===== src/rtl/water_level_controller_if.sv =====
// Signal bundle between the water level controller and the tank model.
// The master side drives sensor and request inputs; the slave side is the controller.
interface water_level_controller_if;
  logic [1:0] water_box;
  logic       req_drip;
  logic       req_sprinkler;
  logic       stop;
  logic       ack_alarm;
  logic [1:0] state;
  logic       pump_en;
  logic       alarm;
  logic [1:0] level;
  logic       level_valid;

  modport master (
    output water_box, req_drip, req_sprinkler, stop, ack_alarm,
    input  state, pump_en, alarm, level, level_valid
  );

  modport slave (
    input  water_box, req_drip, req_sprinkler, stop, ack_alarm,
    output state, pump_en, alarm, level, level_valid
  );
endinterface


===== src/rtl/water_level_controller.sv =====
// Closed-loop tank controller: debounces the raw level code, selects fill/drain
// rate from the filtered level and irrigation requests, and raises a fill-timeout alarm.
module water_level_controller #(
  parameter int unsigned STABLE_CYCLES = 4,
  parameter int unsigned FILL_TIMEOUT  = 1000,
  parameter int unsigned TIMER_W       = 16
) (
  input logic                    clock,
  input logic                    reset,
  water_level_controller_if.slave bus
);

  typedef enum logic [2:0] {StIdle, StFill, StDrip, StSprinkle, StBoth, StAlarm} fsm_e;

  localparam logic [TIMER_W-1:0] StableMax  = TIMER_W'(STABLE_CYCLES - 1);
  localparam logic [TIMER_W-1:0] TimeoutMax = TIMER_W'(FILL_TIMEOUT - 1);

  logic [1:0]         prev_q;
  logic               prev_valid_q;
  logic [TIMER_W-1:0] stab_q, stab_d;
  logic [1:0]         level_q, level_d;
  logic               level_valid_q, level_valid_d;
  logic               level_change;
  fsm_e               fsm_q, fsm_d;
  logic [TIMER_W-1:0] tmr_q, tmr_d;
  logic [1:0]         state_q, state_d;
  logic               pump_en_q, pump_en_d;
  logic               alarm_q, alarm_d;

  // stab counts repeats after the first sighting, so StableMax means STABLE_CYCLES edges seen.
  // prev_valid_q forces a fresh count after reset even if the input already matches.
  always_comb begin
    stab_d        = stab_q;
    level_d       = level_q;
    level_valid_d = level_valid_q;
    if (!prev_valid_q || (bus.water_box != prev_q)) begin
      stab_d = '0;
    end else if (stab_q < StableMax) begin
      stab_d = stab_q + 1'b1;
    end
    if (stab_d == StableMax) begin
      level_d       = bus.water_box;
      level_valid_d = 1'b1;
    end
  end

  assign level_change = level_valid_d && (level_d != level_q);

  always_comb begin
    fsm_d = fsm_q;
    if (fsm_q == StAlarm) begin
      if (bus.ack_alarm) fsm_d = StIdle;
    end else if (bus.stop || !level_valid_q) begin
      fsm_d = StIdle;
    end else if (fsm_q == StFill) begin
      if (level_q == 2'b11)      fsm_d = StIdle;
      else if (tmr_q >= TimeoutMax) fsm_d = StAlarm;
    end else if (level_q == 2'b00) begin
      fsm_d = StFill;
    end else begin
      case ({bus.req_sprinkler, bus.req_drip})
        2'b01:   fsm_d = StDrip;
        2'b10:   fsm_d = StSprinkle;
        2'b11:   fsm_d = StBoth;
        default: fsm_d = StIdle;
      endcase
    end
  end

  // Timer is held at zero outside FILL, which also gives the clear on FILL entry.
  always_comb begin
    tmr_d = '0;
    if ((fsm_q == StFill) && !bus.stop && !level_change) begin
      tmr_d = (tmr_q == '1) ? tmr_q : tmr_q + 1'b1;
    end
  end

  // Outputs are decoded from the next state so they land on the same edge as fsm_q.
  always_comb begin
    state_d   = 2'b00;
    pump_en_d = 1'b1;
    alarm_d   = 1'b0;
    unique case (fsm_d)
      StIdle:     pump_en_d = 1'b0;
      StFill:     state_d   = 2'b00;
      StDrip:     state_d   = 2'b01;
      StSprinkle: state_d   = 2'b10;
      StBoth:     state_d   = 2'b11;
      StAlarm: begin
        pump_en_d = 1'b0;
        alarm_d   = 1'b1;
      end
      default:    pump_en_d = 1'b0;
    endcase
  end

  always_ff @(posedge clock or posedge reset) begin
    if (reset) begin
      prev_q        <= 2'b00;
      prev_valid_q  <= 1'b0;
      stab_q        <= '0;
      level_q       <= 2'b00;
      level_valid_q <= 1'b0;
      fsm_q         <= StIdle;
      tmr_q         <= '0;
      state_q       <= 2'b00;
      pump_en_q     <= 1'b0;
      alarm_q       <= 1'b0;
    end else begin
      prev_q        <= bus.water_box;
      prev_valid_q  <= 1'b1;
      stab_q        <= stab_d;
      level_q       <= level_d;
      level_valid_q <= level_valid_d;
      fsm_q         <= fsm_d;
      tmr_q         <= tmr_d;
      state_q       <= state_d;
      pump_en_q     <= pump_en_d;
      alarm_q       <= alarm_d;
    end
  end

  assign bus.state       = state_q;
  assign bus.pump_en     = pump_en_q;
  assign bus.alarm       = alarm_q;
  assign bus.level       = level_q;
  assign bus.level_valid = level_valid_q;

endmodule


===== src/flat_wrapper.sv =====
// flat-port wrapper written by rule: the top's interface ports become plain ports
module water_level_controller_flat 
#(
  parameter int unsigned STABLE_CYCLES = 4,
  parameter int unsigned FILL_TIMEOUT  = 1000,
  parameter int unsigned TIMER_W       = 16
)
  (clock, reset, bus_water_box, bus_req_drip, bus_req_sprinkler, bus_stop, bus_ack_alarm, bus_state, bus_pump_en, bus_alarm, bus_level, bus_level_valid);
  water_level_controller_if bus_i ();
  input logic clock;
  input logic reset;
  input wire logic [$bits(bus_i.water_box)-1:0] bus_water_box;
  input wire logic [$bits(bus_i.req_drip)-1:0] bus_req_drip;
  input wire logic [$bits(bus_i.req_sprinkler)-1:0] bus_req_sprinkler;
  input wire logic [$bits(bus_i.stop)-1:0] bus_stop;
  input wire logic [$bits(bus_i.ack_alarm)-1:0] bus_ack_alarm;
  output wire logic [$bits(bus_i.state)-1:0] bus_state;
  output wire logic [$bits(bus_i.pump_en)-1:0] bus_pump_en;
  output wire logic [$bits(bus_i.alarm)-1:0] bus_alarm;
  output wire logic [$bits(bus_i.level)-1:0] bus_level;
  output wire logic [$bits(bus_i.level_valid)-1:0] bus_level_valid;
  assign bus_i.water_box = bus_water_box;
  assign bus_i.req_drip = bus_req_drip;
  assign bus_i.req_sprinkler = bus_req_sprinkler;
  assign bus_i.stop = bus_stop;
  assign bus_i.ack_alarm = bus_ack_alarm;
  assign bus_state = bus_i.state;
  assign bus_pump_en = bus_i.pump_en;
  assign bus_alarm = bus_i.alarm;
  assign bus_level = bus_i.level;
  assign bus_level_valid = bus_i.level_valid;
  water_level_controller #(.STABLE_CYCLES(STABLE_CYCLES), .FILL_TIMEOUT(FILL_TIMEOUT), .TIMER_W(TIMER_W)) u_core (.clock(clock), .reset(reset), .bus(bus_i));
endmodule

===== config.mk =====
export PLATFORM = sky130hd
export DESIGN_NAME = water_level_controller_flat
export DESIGN_NICKNAME = d
export VERILOG_FILES = /design/src/rtl/water_level_controller_if.sv /design/src/rtl/water_level_controller.sv /design/src/flat_wrapper.sv
export SDC_FILE = /design/constraint.sdc
export NUM_CORES = 1
export LEC_CHECK = 0
export ABC_CLOCK_PERIOD_IN_PS = 2500
export BUFFER_PORTS_ARGS = -buffer_cell sky130_fd_sc_hd__buf_2
export CAP_MARGIN = 20
export CELL_PAD_IN_SITES_DETAIL_PLACEMENT = 1
export CELL_PAD_IN_SITES_GLOBAL_PLACEMENT = 1
export CORE_MARGIN = 2
export CORE_UTILIZATION = 40
export DETAILED_ROUTE_END_ITERATION = 8
export PLACE_DENSITY_LB_ADDON = 0.12
export SETUP_SLACK_MARGIN = 0.4
export SLEW_MARGIN = 5
export SYNTH_ARGS = -nofsm -noshare
export SYNTH_HDL_FRONTEND = slang
export SYNTH_SLANG_ARGS = --single-unit

===== constraint.sdc =====
create_clock -name clock -period 2.5 [get_ports clock]
set_input_delay 0.25 -clock clock [delete_from_list [all_inputs] [get_ports clock]]
set_output_delay 0.25 -clock clock [all_outputs]
set_load 0.05 [all_outputs]

==> results of run 1 <==
[layout by cell type, fill, tap and decap left out, types with 2 or more instances in the layout]
cell type	n
sky130_fd_sc_hd__xnor2_1	13
sky130_fd_sc_hd__and3_1	4
sky130_fd_sc_hd__clkbuf_8	5
sky130_fd_sc_hd__nor2b_1	2
sky130_fd_sc_hd__nor2_1	13
sky130_fd_sc_hd__buf_4	6
sky130_fd_sc_hd__a211oi_1	2
sky130_fd_sc_hd__buf_2	14
sky130_fd_sc_hd__inv_1	3
sky130_fd_sc_hd__ha_1	3
sky130_fd_sc_hd__nand2_1	11
sky130_fd_sc_hd__or2_2	2
sky130_fd_sc_hd__a21oi_1	4
sky130_fd_sc_hd__xor2_1	5
sky130_fd_sc_hd__nor3_1	19
sky130_fd_sc_hd__mux2i_1	4
sky130_fd_sc_hd__mux2_4	2
sky130_fd_sc_hd__and2_1	15
sky130_fd_sc_hd__nor4_1	6
sky130_fd_sc_hd__nand3b_1	2
sky130_fd_sc_hd__nand2b_1	4
sky130_fd_sc_hd__nand3_1	9
sky130_fd_sc_hd__dfrtp_1	45
sky130_fd_sc_hd__nand4_1	3
sky130_fd_sc_hd__nor4_2	3
[final cells by class]
class / count / area (um^2)
tap: 70 / 87.6
clock inverter: 2 / 35.0
inverter: 3 / 11.3
fill: 580 / 2650
clock buffer: 5 / 68.8
multi-input combinational: 146 / 1000
timing repair buffer: 21 / 126
sequential: 45 / 1130
[logic make-up (layout without fill, tap and decap cells)]
group,Yosys count,in the layout,share of synthesized area (%)
simple gates,100,100,26.0
fa+ha+maj,4,4,2.36
mux,6,6,2.94
other cells,1,1,0.177
compound gates,17,17,6.83
buf+inv,7,31,1.30
flops,45,45,53.0
xor+xnor,18,18,7.42
[critical path: cells and delay by family, from the launching register on]
family | cells | cell delay [ps]
AO/OA/AOI/OAI | 1 | 450
adder cells (fa/ha/maj) | 1 | 290
AND/OR/NAND/NOR | 2 | 560
multiplexers | 1 | 320
flip-flops | 1 | 440
[cells in the mapped netlist, types with 2 or more instances]
cell	number	area, um^2
sky130_fd_sc_hd__nand3_1	9	45.0
sky130_fd_sc_hd__dfrtp_1	45	1130
sky130_fd_sc_hd__nand3b_1	2	15.0
sky130_fd_sc_hd__nor2_1	13	48.8
sky130_fd_sc_hd__nand2b_1	4	25.0
sky130_fd_sc_hd__clkbuf_1	2	7.51
sky130_fd_sc_hd__nor3_1	19	95.1
sky130_fd_sc_hd__nand4_1	3	18.8
sky130_fd_sc_hd__nor4_1	8	50.1
sky130_fd_sc_hd__xnor2_1	13	114
sky130_fd_sc_hd__mux2_1	2	22.5
sky130_fd_sc_hd__and3_1	4	25.0
sky130_fd_sc_hd__ha_1	4	50.1
sky130_fd_sc_hd__and2_1	15	93.8
sky130_fd_sc_hd__a21oi_1	4	20.0
sky130_fd_sc_hd__nand2_1	11	41.3
sky130_fd_sc_hd__mux2i_1	4	40.0
sky130_fd_sc_hd__inv_1	3	11.3
sky130_fd_sc_hd__or2_2	2	12.5
sky130_fd_sc_hd__a211oi_1	2	15.0
sky130_fd_sc_hd__xor2_1	5	43.8
sky130_fd_sc_hd__nor2b_1	2	12.5
[state kept, by name, summed over array words and instances (netlist names)]
register                count
u_core.prev_q               2
u_core.bus.level_valid      1
u_core.fsm_q                3
u_core.prev_valid_q         1
u_core.stab_q              16
u_core.bus.pump_en          1
u_core.tmr_q               16
u_core.bus.alarm            1
u_core.bus.state            2
u_core.bus.level            2
[stage by stage]
step / hold slack [ps] / instances / instance area, um^2 / power, mW
3_5_place_dp: 425 / 281 / 2290 / 1.20
4_1_cts: 111 / 292 / 2430 / 1.74
2_1_floorplan: 281 / 198 / 2120 / 1.11
5_1_grt: 120 / 292 / 2460 / 1.82
6_report: 82.1 / 292 / 2460 / 1.73
3_3_place_gp: 418 / 281 / 2290 / 1.18
[per-layer routing]
layer	vias up	GRT usage [%]
li1	745	-
met1	814	20.5
met2	11	29.7
met3	6	3.53
met4	0	5.45
met5	-	0
[how the worst max path moves through the flow]
stage / from / endpoint / slack (ps) / cells past startpoint
5_1_grt: u_core.stab_q[1]$_DFF_PP0_ / u_core.bus.level[0]$_DFF_PP0_ / 280 / 5
3_5_place_dp: u_core.stab_q[9]$_DFF_PP0_ / u_core.bus.level[0]$_DFF_PP0_ / 230 / 5
2_1_floorplan: u_core.stab_q[7]$_DFF_PP0_ / u_core.bus.level[0]$_DFF_PP0_ / 390 / 5
4_1_cts: u_core.stab_q[7]$_DFF_PP0_ / u_core.bus.level[0]$_DFF_PP0_ / 310 / 5
6_report: u_core.stab_q[1]$_DFF_PP0_ / u_core.bus.level[0]$_DFF_PP0_ / 340 / 5
3_3_place_gp: u_core.stab_q[7]$_DFF_PP0_ / u_core.bus.level[0]$_DFF_PP0_ / 330 / 5
[timing repair]
item	4_1_cts	5_1_grt
pin swaps	5	3
setup buffers	4	0
hold buffers	0	0
gates resized for setup	2	5
endpoints found under the setup margin	9	19
[power breakdown]
group / switching (mW) / internal [mW] / leakage [nW]
sequential: 0.0466 / 0.774 / 0.614
clock: 0.236 / 0.290 / 0.0540
combinational: 0.259 / 0.124 / 0.442
total: 0.541 / 1.19 / 1.11
==> results list, run 1 <==
- Entering global routing, the biggest net connects 46 pins.
- Across all register-to-register paths, the minimum setup slack is 340 ps.
- Critical path endpoint category: flop
* Met2 WL post-DR: ~2.4 mm
- The critical path goes through ha_4 > nand2b_1 > or4_4 > a2111o_1 > mux2_4.
- The share of the Yosys chip area taken by registers is 53.0%.
- Status: complete, no violations
- Overflow left after global routing: 0
- Boundary pin count: 15
- The floorplan step defined a die boundary enclosing a little under 0.006 mm^2.
- Core ar.: roughly 0.0051 mm^2
- Global-route wire length before repair: 7.94 mm
- Setup repair after global routing could not meet its margin everywhere.
- The via count of the first global-routing pass is ~1700.
* Summed negative setup slack over all endpoints: 0 ps
- Part of the cycle the worst path needs: between 80% and 90%
- After the last flow step, the layout net total stands at 234.
* CP Max Fanout: 3
* Antenna violations before repair: 0
- Counting flops and latches in the post-synthesis netlist gives 45.
* Peak VDD IR: between 300 and 400 uV
* Detail Route met3 WL: 83 um
- Leakage power summed over all cells: 1.11 nW
- Post-route clock skew: around 3.2 ps
- Routability-driven placement finished with a final weighted congestion of 0.822.
* Ant diodes: 0
- GRT Overall Usage: between 10% and 20%
* Kind of critical path: reg2reg
- The tightest min-delay check is of the in2async type.
* CTS buffer count: 5
- Clock Latency Late Sink: 290 ps
- After detailed routing, the number of vias per cell comes to 5.40.
* Vertical die dimension: 76.9 um
- Synthesis instantiated between 40 and 50 different standard cells from the library.
* Initial Util: about two fifths
- In this run the critical register-to-register path is launched from u_core.stab_q[1]$_DFF_PP0_.
* Row cnt: 26
* Peak clock frequency supported by timing: 463 MHz
- From left edge to right edge, the die measures roughly 77 um.
- Worst path required time: around 2700 ps
- Power spread over the standard cell area amounts to 704 mW/mm^2.
- Relative to the synthesized area, the layout overhead comes to 15.7%.
* Number of clock sinks: 45
- For this run, the leading register cell type out of synthesis is sky130_fd_sc_hd__dfrtp_1.
* Max-capacitance violation count: 0
* Setup slack after layout: ~340 ps
- Synthesis handed over a netlist of 198 instances.
- Kind of start point of the critical path: flop
* Post-detailed-route count of antenna-violating nets: 0
* Count of flip-flops with a built-in enable after synthesis: 0
* Quantity of I/O buffers inserted on ports: 14
* DRC violation total after the first TritonRoute iteration: 58
- After clock tree synthesis, the clock-pin slew on the worst setup and hold paths is 80 ps.
* Router iterations before antenna repair: 4
- Setup violators final: 0
- Once detailed placement completed, the half-perimeter wirelength came to 3.21 mm.
- Wire length per cell after detailed routing: 15.5 um
- Relative max-transition margin: 49.5%
* Worst path arrival time: approximately 2300 ps
* Post-Synthesis Mean Instance Area: 10.7 um^2
- Clock tree synthesis selected as its root buffer the cell sky130_fd_sc_hd__clkbuf_8.
* Highest routing layer actually used: met4
- Total count of max-transition violations in the final report: 0
* Count of unresolved DRC violations after routing: 0
- Post-placement worst setup slack: 228 ps
* Total vias in the final route: 1576
- Shortest period the worst path allows: between 2000 and 2500 ps
- At the pin with the least slew margin, the transition time is around 750 ps.
- Counting along the longest clock path gives a buffer depth of 2.
- Netlist area before placement: between 0.002 and 0.0025 mm^2
- The worst register-to-register path ends at u_core.bus.level[0]$_DFF_PP0_.
- Post-Synthesis Net Count: 210
* Clock tree from TritonCTS: built
- Final hold violation count: 0
- For the worst flop-to-flop path, the logic depth is 5.
* Slowest stage cell, crit path: sky130_fd_sc_hd__or4_4
* Final core area utilization: 48.1%
- Summed over all layers, the routed wires come to ~4.5 mm.
- Stage delay of the slowest cell on the critical path: 510 ps
- Asr flop ratio synth: 100%
- Layout cell share with drive strength beyond 1: 18.5%
* Met1 Routed Length: 1.98 mm
- H-Tree Level Count: 2
- Yosys printed 0 warnings.
Note: power is estimated with default switching activity, not from simulation.
==> run 2, diff against run 1 <==
- SETUP_SLACK_MARGIN: 0.4 -> default
==> run 2 against run 1 <==
  * Routed wire length increased by 2.5%
  * Clock-buffer cell count increased by 1
  * Core utilization decreased by 1.4 points
  * Die area unchanged
  * Sequential power about the same
  * Non-clock buffer count decreased by 4
  * Sequential share of layout area increased by 1.4 points
  * Largest cell class unchanged
  * Global-route usage increased by 0.88 points
  * Worst hold slack got worse by 2.7 ps
  * Via count decreased by 3.7%
  * First-iteration DRC count increased by 12%
==> results list, run 2 (synthesis results as in run 1) <==
- Broken down by cell family, the worst path's largest delay share belongs to simple AND/OR/NAND/NOR gates.
- The measured slew at the worst slew-check pin came to 770 ps (+19.1 ps).
- The clock-pin slew of the registers on the worst-case setup and hold paths was 90 ps (about the same).
* Total vias in the final route: 1518 (-3.7%)
- The worst setup path is of the reg2reg kind.
- The total global routing overflow came to 0 (unchanged).
* Via count of the first global-routing pass: 1708 (+2.4%)
- Final core area utilization: 46.7% (-1.4 points)
- Initial Util: 41.6% (unchanged)
- The number of I/O port buffers was 14 (unchanged).
* Clock tree from TritonCTS: built
* Final Non-Filler Cells: 289 (-1.0%)
* Cell breakdown of the critical path: nor4_2 > nand2_1 > or4_4 > a2111o_1 > mux2_1
- Routability congestion estimate from global placement: 0.800 (-2.6%)
- The first-pass iteration count of the detailed router is 4 (unchanged).
- Post-CTS repair timing setup buffer count: 0 (-4)
* Count of unresolved DRC violations after routing: 0 (unchanged)
- Part of the cycle the worst path needs: 91.0% (+4.7 points)
- The library cell used most frequently in the layout, excluding fill and tap cells, is sky130_fd_sc_hd__dfrtp_1.
- The number of core rows is 26 (unchanged).
* Slowest stage cell, crit path: sky130_fd_sc_hd__or4_4
- The fraction of layout cells with a size suffix above 1 came to 15.1% (-3.4 points).
- The total cell area at the placement stage was 0.00229 mm^2 (unchanged).
- The static leakage is 1.07 nW (-3.5%).
- The height of the die is 76.9 um (unchanged).
- Boundary pin count: 15 (unchanged)
- Peak clock frequency supported by timing: 440 MHz (-5.1%)
- Post-Place Cells: 281 (unchanged)
- The final hold slack is 79.4 ps (-2.72 ps).
* Global-route wire length before repair: 8.22 mm (+3.6%)
- Post-detailed-route count of antenna-violating nets: 0 (unchanged)
* Setup violators final: 0 (unchanged)
- The largest fanout on the critical path came to 5 (+2).
* Ant diodes: 0 (unchanged)
* Core ar.: 0.00511 mm^2 (unchanged)
- Drt via density: 5.25 (-2.7%)
* Number of buffers and inverters on the critical path: 0 (unchanged)
* Antenna violations before repair: 0 (unchanged)
- Total Routed Length: 4.63 mm (+2.5%)
* Post-route clock skew: 5.55 ps (+2.38 ps)
- The maximum clock path buffer count is 2 (unchanged).
- The total number of clock tree sinks was 45 (unchanged).
* Peak VDD IR: 276 uV (-24%)
- The number of hold violations in the final report was 0 (unchanged).
- Post-Layout Inst Area: 0.00239 mm^2 (-2.9%)
- The count of maximum capacitance violations was 0 (unchanged).
* Kind of start point of the critical path: flop
- Critical path endpoint category: flop
- Relative max-transition margin: 48.2% (-1.3 points)
- Worst path required time: 2690 ps (about the same)
- The post-route minimum period was 2270 ps (+117 ps).
- Clock Latency Late Sink: 300 ps (about the same)
- Worst path arrival time: 2460 ps (+120 ps)
- Synth-to-layout area growth: 12.4%
* Total count of max-transition violations in the final report: 0 (unchanged)
* Clk root buf: sky130_fd_sc_hd__clkbuf_8
- The estimated wirelength of the detail-placed design came to 3.37 mm (+5.0%).
- The total negative slack for setup checks is 0 ps (unchanged).
* Maximum number of pins on one net before global-route repair: 46 (unchanged)
* Setup repair after global routing missed its margin: false
- The average wire per standard cell is 16.0 um (+3.5%).
* Post-placement worst setup slack: 231 ps (+3.36 ps)
- H-Tree Level Count: 2 (unchanged)
- The maximum single-stage delay on the critical path came to 570 ps (+60 ps).
- The post-layout total power is 1.68 mW (-2.9%).
* HP Class: in2async
- The number of buffers inserted by hold repair at cts is 0 (unchanged).
* Commonest non-fill, non-tap cells in the layout: sky130_fd_sc_hd__dfrtp_1, sky130_fd_sc_hd__nor3_1, sky130_fd_sc_hd__and2_1
- The TritonCTS buffer count came to 5 (unchanged).
* Biggest registers after layout: u_core.stab_q (16), u_core.tmr_q (16), u_core.fsm_q (3)
- The violation count after the first detailed-routing iteration was 65 (+12%).
* Status: complete, no violations
- The final net count came to 230 (-1.7%).
- The area enclosed by the die boundary was 0.00591 mm^2 (unchanged).
- The worst setup slack after layout is 225 ps (-117 ps).
* Power per unit of standard cell area: 704 mW/mm^2 (about the same)
- The post-cts gate resize count was 0 (-2).
* GRT Overall Usage: 17.7% (+0.88 points)
* Width of the die: 76.9 um (unchanged)
run 2: cell types whose count changed in the layout (fill, tap and decap cells not counted), sizes merged:
| cell | delta |
|---|---|
| inv | +1 |
| clkinvlp | +1 |
| clkbuf | +1 |
| clkinv | -1 |
| buf | -4 |
| bufinv | -1 |
run 2: power breakdown:
group	internal, mW	leakage [nW]	switching (mW)	total (mW)
registers	0.774	0.614	0.0489	0.823
clock network	0.228	0.0478	0.262	0.490
logic	0.112	0.409	0.255	0.367
run 2: path summary, 6_finish.rpt:
| check | from | endpoint | slack, ps | cells after the start |
|---|---|---|---|---|
| max reg2reg | u_core.stab_q[7]$_DFF_PP0_ | u_core.bus.level[1]$_DFF_PP0_ | 230 | 5 |
| min in group clock | bus_water_box[0] | u_core.prev_q[0]$_DFF_PP0_ | 110 | 1 |
| max | u_core.stab_q[7]$_DFF_PP0_ | u_core.bus.level[1]$_DFF_PP0_ | 230 | 5 |
| min | reset | u_core.stab_q[9]$_DFF_PP0_ | 80 | 3 |
| min reg2reg | u_core.stab_q[12]$_DFF_PP0_ | u_core.stab_q[12]$_DFF_PP0_ | 490 | 1 |
| max in group asynchronous | reset | u_core.tmr_q[10]$_DFFE_PP0P_ | 2030 | 3 |
run 2: cell type report:
| class | instances | area, um^2 |
|---|---|---|
| tap | 70 | 87.6 |
| sequential | 45 | 1130 |
| multi-input combinational | 146 | 971 |
| timing repair buffer | 17 | 92.6 |
| clock buffer | 6 | 82.6 |
| fill | 577 | 2720 |
| inverter | 3 | 11.3 |
| clock inverter | 2 | 16.3 |
run 2: per-layer routing:
| metal | up-vias | track usage, % | share of wire (%) |
|---|---|---|---|
| met1 | 759 | 21.0 | 44 |
| met2 | 14 | 31.8 | 53 |
| met5 | - | 0 | 0 |
| met3 | 6 | 3.29 | 1.9 |
| met4 | 0 | 6.55 | 1.4 |
| li1 | 739 | - | - |
run 2: worst min-delay path, cell delays in order:
cell and delay [ps]:
sky130_fd_sc_hd__buf_2 90, sky130_fd_sc_hd__inv_1 40, sky130_fd_sc_hd__buf_4 460
